$ cat src/rtl/conv_pkg.sv
// conv_pkg: shared constants and state encoding for the conv window scheduler
package conv_pkg;
  localparam int KSIZE = 3;
  localparam int TAPS = KSIZE * KSIZE;
  localparam int K_TOP = 0;
  localparam int K_MID = KSIZE;
  localparam int K_BOT = 2 * KSIZE;
  typedef enum logic [2:0] {IDLE, LOAD_W, STREAM, DRAIN, DONE} state_t;
endpackage

$ cat src/rtl/conv_line_buffer.sv
// conv_line_buffer: one frame row of pixels, old value read combinationally before the clocked write
module conv_line_buffer #(
  parameter int W = 8,
  parameter int DW = 8,
  localparam int AW = $clog2(W)
) (
  input  logic          clk_i,
  input  logic          we_i,
  input  logic [AW-1:0] addr_i,
  input  logic [DW-1:0] din_i,
  output logic [DW-1:0] dout_o
);
  logic [DW-1:0] mem [W];
  // store the accepted value at its column
  always_ff @(posedge clk_i) if (we_i) mem[addr_i] <= din_i;
  assign dout_o = mem[addr_i];
endmodule

$ cat src/rtl/conv_window_sched.sv
// conv_window_sched: loads 3x3 weights, builds valid-only 3x3 windows from a raster pixel stream
module conv_window_sched import conv_pkg::*; #(
  parameter int IMG_W = 8,
  parameter int IMG_H = 8,
  parameter int DW = 8
) (
  input  logic               clk_i,
  input  logic               rst_i,
  input  logic               start_i,
  input  logic               wgt_valid_i,
  input  logic [DW-1:0]      wgt_data_i,
  output logic               wgt_ready_o,
  input  logic               pix_valid_i,
  input  logic [DW-1:0]      pix_data_i,
  output logic               pix_ready_o,
  output logic [TAPS*DW-1:0] win_k_o,
  output logic [TAPS*DW-1:0] win_w_o,
  output logic               win_valid_o,
  output logic               conv_valid_o,
  output logic               busy_o,
  output logic               done_o
);
  localparam int CW = $clog2(IMG_W);
  localparam int RW = $clog2(IMG_H);
  state_t state, state_n;
  logic [CW-1:0] col;
  logic [RW-1:0] row;
  logic [3:0] wcnt;
  logic [DW-1:0] tap [TAPS];
  logic [DW-1:0] wgt [TAPS];
  logic [DW-1:0] lb0_q, lb1_q;
  logic wgt_acc, pix_acc, col_last, last_pix;
  assign wgt_ready_o = state == LOAD_W;
  assign pix_ready_o = state == STREAM;
  assign busy_o = state != IDLE;
  assign done_o = state == DONE;
  assign wgt_acc = wgt_valid_i & wgt_ready_o;
  assign pix_acc = pix_valid_i & pix_ready_o;
  assign col_last = col == CW'(IMG_W - 1);
  assign last_pix = col_last && row == RW'(IMG_H - 1);
  conv_line_buffer #(.W(IMG_W), .DW(DW)) u_lb0 (
    .clk_i(clk_i), .we_i(pix_acc), .addr_i(col), .din_i(pix_data_i), .dout_o(lb0_q));
  conv_line_buffer #(.W(IMG_W), .DW(DW)) u_lb1 (
    .clk_i(clk_i), .we_i(pix_acc), .addr_i(col), .din_i(lb0_q), .dout_o(lb1_q));
  // state register
  always_ff @(posedge clk_i) state <= rst_i ? IDLE : state_n;
  // next state: weights, then the frame, then one drain and one done cycle
  always_comb begin
    state_n = state;
    case (state)
      IDLE:    state_n = start_i ? LOAD_W : IDLE;
      LOAD_W:  state_n = wgt_acc && wcnt == 4'(TAPS - 1) ? STREAM : LOAD_W;
      STREAM:  state_n = pix_acc && last_pix ? DRAIN : STREAM;
      DRAIN:   state_n = DONE;
      default: state_n = IDLE;
    endcase
  end
  // counters, weight store, tap shift and window/result valid pipeline
  always_ff @(posedge clk_i) begin
    if (rst_i) begin
      col <= '0;
      row <= '0;
      wcnt <= '0;
      win_valid_o <= 1'b0;
      conv_valid_o <= 1'b0;
      for (int i = 0; i < TAPS; i++) begin
        tap[i] <= '0;
        wgt[i] <= '0;
      end
    end else begin
      conv_valid_o <= win_valid_o;
      win_valid_o <= pix_acc && row >= RW'(2) && col >= CW'(2);
      if (wgt_acc) begin
        wgt[wcnt] <= wgt_data_i;
        wcnt <= wcnt == 4'(TAPS - 1) ? '0 : wcnt + 4'd1;
      end
      if (pix_acc) begin
        col <= col_last ? '0 : col + CW'(1);
        row <= col_last ? (row == RW'(IMG_H - 1) ? '0 : row + RW'(1)) : row;
        tap[K_TOP] <= tap[K_TOP+1];
        tap[K_TOP+1] <= tap[K_TOP+2];
        tap[K_TOP+2] <= lb1_q;
        tap[K_MID] <= tap[K_MID+1];
        tap[K_MID+1] <= tap[K_MID+2];
        tap[K_MID+2] <= lb0_q;
        tap[K_BOT] <= tap[K_BOT+1];
        tap[K_BOT+1] <= tap[K_BOT+2];
        tap[K_BOT+2] <= pix_data_i;
      end
    end
  end
  for (genvar g = 0; g < TAPS; g++) begin : g_pack
    assign win_k_o[g*DW +: DW] = tap[g];
    assign win_w_o[g*DW +: DW] = wgt[g];
  end
endmodule

$ cat config.mk
export PLATFORM = sky130hd
export DESIGN_NAME = conv_window_sched
export DESIGN_NICKNAME = d
export VERILOG_FILES = /design/src/rtl/conv_pkg.sv /design/src/rtl/conv_line_buffer.sv /design/src/rtl/conv_window_sched.sv
export SDC_FILE = /design/constraint.sdc
export NUM_CORES = 1
export LEC_CHECK = 0
export CAP_MARGIN = 40
export CORE_MARGIN = 2
export CORE_UTILIZATION = 55
export CTS_BUF_LIST = sky130_fd_sc_hd__clkbuf_8
export CTS_CLUSTER_DIAMETER = 30
export DETAILED_ROUTE_END_ITERATION = 10
export PLACE_DENSITY = 0.81
export SYNTH_ARGS = -nofsm -noshare
export SYNTH_HDL_FRONTEND = slang
export SYNTH_HIERARCHICAL = 1
export SYNTH_SLANG_ARGS = --single-unit
$ cat constraint.sdc
create_clock -name clk_i -period 6.46 [get_ports clk_i]
set_clock_uncertainty 0.05 [all_clocks]
set_input_delay 1.292 -clock clk_i [delete_from_list [all_inputs] [get_ports clk_i]]
set_output_delay 1.292 -clock clk_i [all_outputs]
set_load 0.02 [all_outputs]
After elaboration in Yosys (flattened, before gate mapping). Memories as Yosys holds them, arrays and structs flattened. A register that Yosys moved wholly into a read port is not among the register bits. Index checks and enable logic that the tools add are counted.

Register bits: 15. Memory bits (writable): 272. Input port bits: 21. Output and inout bits: 150. Word-level logic and storage cells: 74. Memories kept: 4.

Add/subtract/negate cells: 3. Magnitude comparators: 2. Equal/unequal tests: 7. Multiplexer cells: 32. Bitwise gates (word level): 11. Reduce and logical (&&, ||, !) cells: 9.

Memory list: tap (depth 9, bits a word 8, rd ports 9, clocked after memory_dff 0, wr ports 9, RTL line conv_window_sched.sv:29) `logic [DW-1:0] tap [TAPS];`; wgt (depth 9, bits a word 8, rd ports 9, clocked after memory_dff 0, wr ports 9, RTL line conv_window_sched.sv:30) `logic [DW-1:0] wgt [TAPS];`; u_lb0.mem (depth 8, bits a word 8, rd ports 1, clocked after memory_dff 1, wr ports 1, RTL line conv_line_buffer.sv:13) `logic [DW-1:0] mem [W];`; u_lb1.mem (depth 8, bits a word 8, rd ports 1, clocked after memory_dff 1, wr ports 1, RTL line conv_line_buffer.sv:13).

Operators with widths (number): 2-to-1 mux 8 bit (10); 2-to-1 mux 3 bit (6); 2-to-1 mux 1 bit (12); case mux 3 bit (4 select lines) (1); equality test 3 bit (second input constant) (3); OR 1 bit (9); 2-to-1 mux 4 bit (2); OR reduction 8 bit (1); adder 3 x 1 -> 3 bit (second input constant) (2); equality test 3 x 2 -> 1 bit (second input constant) (2); greater-or-equal comparator 3 x 2 -> 1 bit (second input constant) (2); logical AND 1 bit (5); adder 4 x 1 -> 4 bit (second input constant) (1); equality test 4 bit (second input constant) (1); equality test 3 x 1 -> 1 bit (second input constant) (1); logical NOT 3 bit (1); nonzero test 3 bit (1); AND 1 bit (2); 2-to-1 mux 2 bit (1); AND reduction 2 bit (1).

Depth between registers and ports, before layout.
Depth in word-level cells: 7. Mapped depth: 7. Gate-level depth less buffers: 5.

Hierarchy. The synthesis kept the hierarchy.

Modules (own cells, without submodules): conv_window_sched (times used 1, cells each 429, area an instance 6152.2 µm², sequential area each 4624.4 µm²); conv_line_buffer (times used 2, cells each 121, area an instance 2555.0 µm², sequential area each 1921.8 µm²).

Least setup slack after synthesis. Ideal clock, no wire load.

Kind: input -> register. Start: in rst_i. End: mem tap[0][0], enable pin. Setup time: 0.442 ns. Data arrival time: 3.467 ns. Required time: 5.968 ns. Path slack: 2.501 ns. Stages: 2. Buffers on the path: 1. Cells stage by stage: clkbuf_1 -> nand2b_1.

RTL lines: from (decl) (RTL line conv_window_sched.sv:8) `input logic rst_i,`; to (decl) (RTL line conv_window_sched.sv:29).

==> summary.md <==
| Metric | Value |
|---|---|
| Total track usage | `21.7%` |
| Worst vdd ir | `0.174 mV` |
| RSZ-0062 raised after global routing | `no` |
| Setup bufs post-CTS | `0` |
| Resize count post-CTS | `0` |
| Post-DP HPWL | `15800 um` |
| Layout cells sized above 1 | `12.8%` |
| GP Congestion | `slightly above 0.8` |
| Final-report hold violation count | `0` |
| Starting DRT DRC Count | `605` |
| Max cap viols | `0` |
| P_int | `between 3 and 4 mW` |
| RR Endpoint | `u_lb0/mem[2][0]` |
| Crit path to | `wgt[6][1]` |
| CP endpoint kind | `flop` |
| Final WL | `23400 um` |
| Vias in the first global route | `between 6000 and 7000` |
| Worst-path maximum fanout | `29` |
| Power Density | `approximately 270 nW/um^2` |
| Mean Syn Cell Area | `approximately 17 um^2` |
| Main flop type after synthesis | `edfxtp_1` |
| Routed Antenna Nets | `0` |
| CTS Buf Count | `48` |
| Number of synthesized flops with an enable pin | `approximately 270` |
| Via-per-instance ratio | `between 5 and 6` |
| Worst Tran Pin Value | `a little under 1 ns` |
| Max_slew headroom | `34.6%` |
| Die Span Y | `147 um` |
| TritonCTS clock tree | `yes` |
| Initial core utilization | `55.8%` |
| Reg2Reg Depth | `4` |
| Worst hold slack | `0.426 ns` |
| Post-synthesis async set-or-reset flop share | `0%` |
| Drt drc | `0` |
| Seq cells post-synth | `approximately 290` |
| Final period util | `54.6%` |
| Clock power frac | `40.9%` |
| Clk sinks | `287` |
| Maximum clock rate | `283 MHz` |
| Ports | `171` |
| Post-Synthesis Cells | `671` |
| Sw Ratio | `21.3%` |
| Mapped cell area | `between 10000 and 15000 um^2` |
| Yosys cell types | `50` |
| Max-slew violations | `0` |
| Commonest non-fill, non-tap cells in the layout | `272 x edfxtp_1, 170 x clkdlybuf4s50_1, 80 x nor2_1, 80 x and2_1, 49 x clkbuf_8` |
| Fin crit period | `3.53 ns` |
| Synth Warn # | `6` |
| Worst Hold Class | `flop to flop` |
| Area Growth Syn to Fin | `25.7%` |
| Die W | `147 um` |
| Sw Pwr | `0.811 mW` |
| DIE AREA | `21600 um^2` |
| Worst Path Required | `6.59 ns` |
| Placeable Area | `20200 um^2` |
| H-tree depth | `2` |
| Pleak | `4.91 nW` |
| # setup viols final | `0` |
| Largest net degree at the start of global routing | `56` |
| Antenna violations before repair | `1` |
| Grt total ovfl | `0` |
| Commonest non-fill, non-tap cell in the layout | `edfxtp_1` |
| FF-to-FF Start | `state[1]` |
| Routed length per instance | `roughly 20 um` |
| First-pass GRT wire length | `36100 um` |
| Via Count | `6499` |
| Startpoint Class | `primary input` |
| Initial DRT Pass Iterations | `5` |
| Flop pwr share | `between 50% and 60%` |
| Setup slack, reg-to-reg | `roughly 3.8 ns` |
| # port buffers | `170` |
| Quantity of hold-fixing buffers added after cts | `0` |
| Layout Nets | `899` |
| Worst EP arrival | `roughly 3.7 ns` |
| Reg clk slew, reported paths | `0.05 ns` |
| Cell row count | `52` |
| Clock buffer depth | `3` |
| Seq/Total Area, Yosys | `roughly three quarters` |
| Clock root buffer | `clkbuf_8` |
| Hold_sp | `win_valid_o` |
| Status | `finished, final reports clean` |
| Clk_lat worst skew | `0.55 ns` |
| Combinational fraction of design power | `4.6%` |
| CP Class | `primary input to flop` |
| Worst setup startpoint | `rst_i` |
| Syn_nets | `702` |
| Setup TNS | `0 ns` |
stage by stage:
step,std cells,util (%),setup slack (ns),total power [mW],area (um^2)
after floorplan,671,-,2.50,2.19,11300
after global placement,1082,65.2,2.47,2.29,13100
after detailed placement,1088,65.5,2.39,2.29,13200
after CTS,1174,70.2,2.96,3.84,14200
after global routing,1174,70.2,2.77,3.93,14200
final,1175,70.2,2.93,3.82,14200
worst max-delay path, cell delays in order:
cell and delay (ns):
clkdlybuf4s50_1 0.40, buf_4 0.23, nor2b_1 0.43, nand3_2 0.45, o21bai_1 0.83
worst min-delay path by stage:
| stage | endpoint | slack, ns | cells past startpoint |
|---|---|---|---|
| after floorplan | row[2] | 0.42 | 2 |
| after global placement | conv_valid_o | 0.41 | 1 |
| after detailed placement | conv_valid_o | 0.42 | 1 |
| after CTS | conv_valid_o | 0.43 | 1 |
| after global routing | conv_valid_o | 0.44 | 1 |
| final | conv_valid_o | 0.43 | 1 |
cells by family after synthesis:
logic type	synth area share [%]
mux	7.62
fa+ha+maj	1.11
buf+inv	2.26
compound gates	2.61
simple gates	11.2
flops	75.2
power by group through the flow:
stage,registers [mW],clock network [mW],logic [mW]
6_report,2.08,1.56,0.177
5_1_grt,2.08,1.67,0.185
4_1_cts,2.08,1.58,0.179
3_5_place_dp,2.12,0,0.178
3_3_place_gp,2.11,0,0.172
2_1_floorplan,2.16,0,0.0321
layout make-up:
type                       instances  area (um^2)
clock inverter                    37          272
clock buffer                      49          674
antenna                            1         2.50
timing repair buffer             181         1810
tap                              270          338
fill                            1273         6010
inverter                          13         48.8
sequential                       287         8470
multi-input combinational        337         2550
sequential cells by signal (all words and copies together) (netlist names):
register / cells
tap: 72
conv_valid_o: 1
col: 3
u_lb1/mem: 64
wgt: 72
u_lb0/mem: 64
state: 3
wcnt: 4
row: 3
win_valid_o: 1
synth_stat cells (9+ instances only):
| cell type | instances | area, um^2 |
|---|---|---|
| clkbuf_1 | 12 | 45.0 |
| nor3_1 | 9 | 45.0 |
| buf_2 | 11 | 55.1 |
| edfxtp_1 | 272 | 8170 |
| o21bai_1 | 9 | 67.6 |
| nor2_1 | 80 | 300 |
| nand2_1 | 31 | 116 |
| dfxtp_1 | 15 | 300 |
| ha_1 | 10 | 125 |
| and2_1 | 80 | 500 |
| a21oi_1 | 11 | 55.1 |
| mux2_4 | 12 | 180 |
| mux4_2 | 16 | 360 |
| inv_1 | 12 | 45.0 |
routing by layer:
layer / global-route usage [%] / part of all wire (%) / up-vias / routed length [um]
li1: - / - / 2906 / -
met1: 28.6 / 40 / 3209 / 9320
met2: 36.4 / 50 / 338 / 11700
met3: 4.66 / 7.6 / 46 / 1780
met4: 7.45 / 2.6 / 0 / 607
met5: 0 / 0 / - / 0
(Power assumes the default switching activity.)
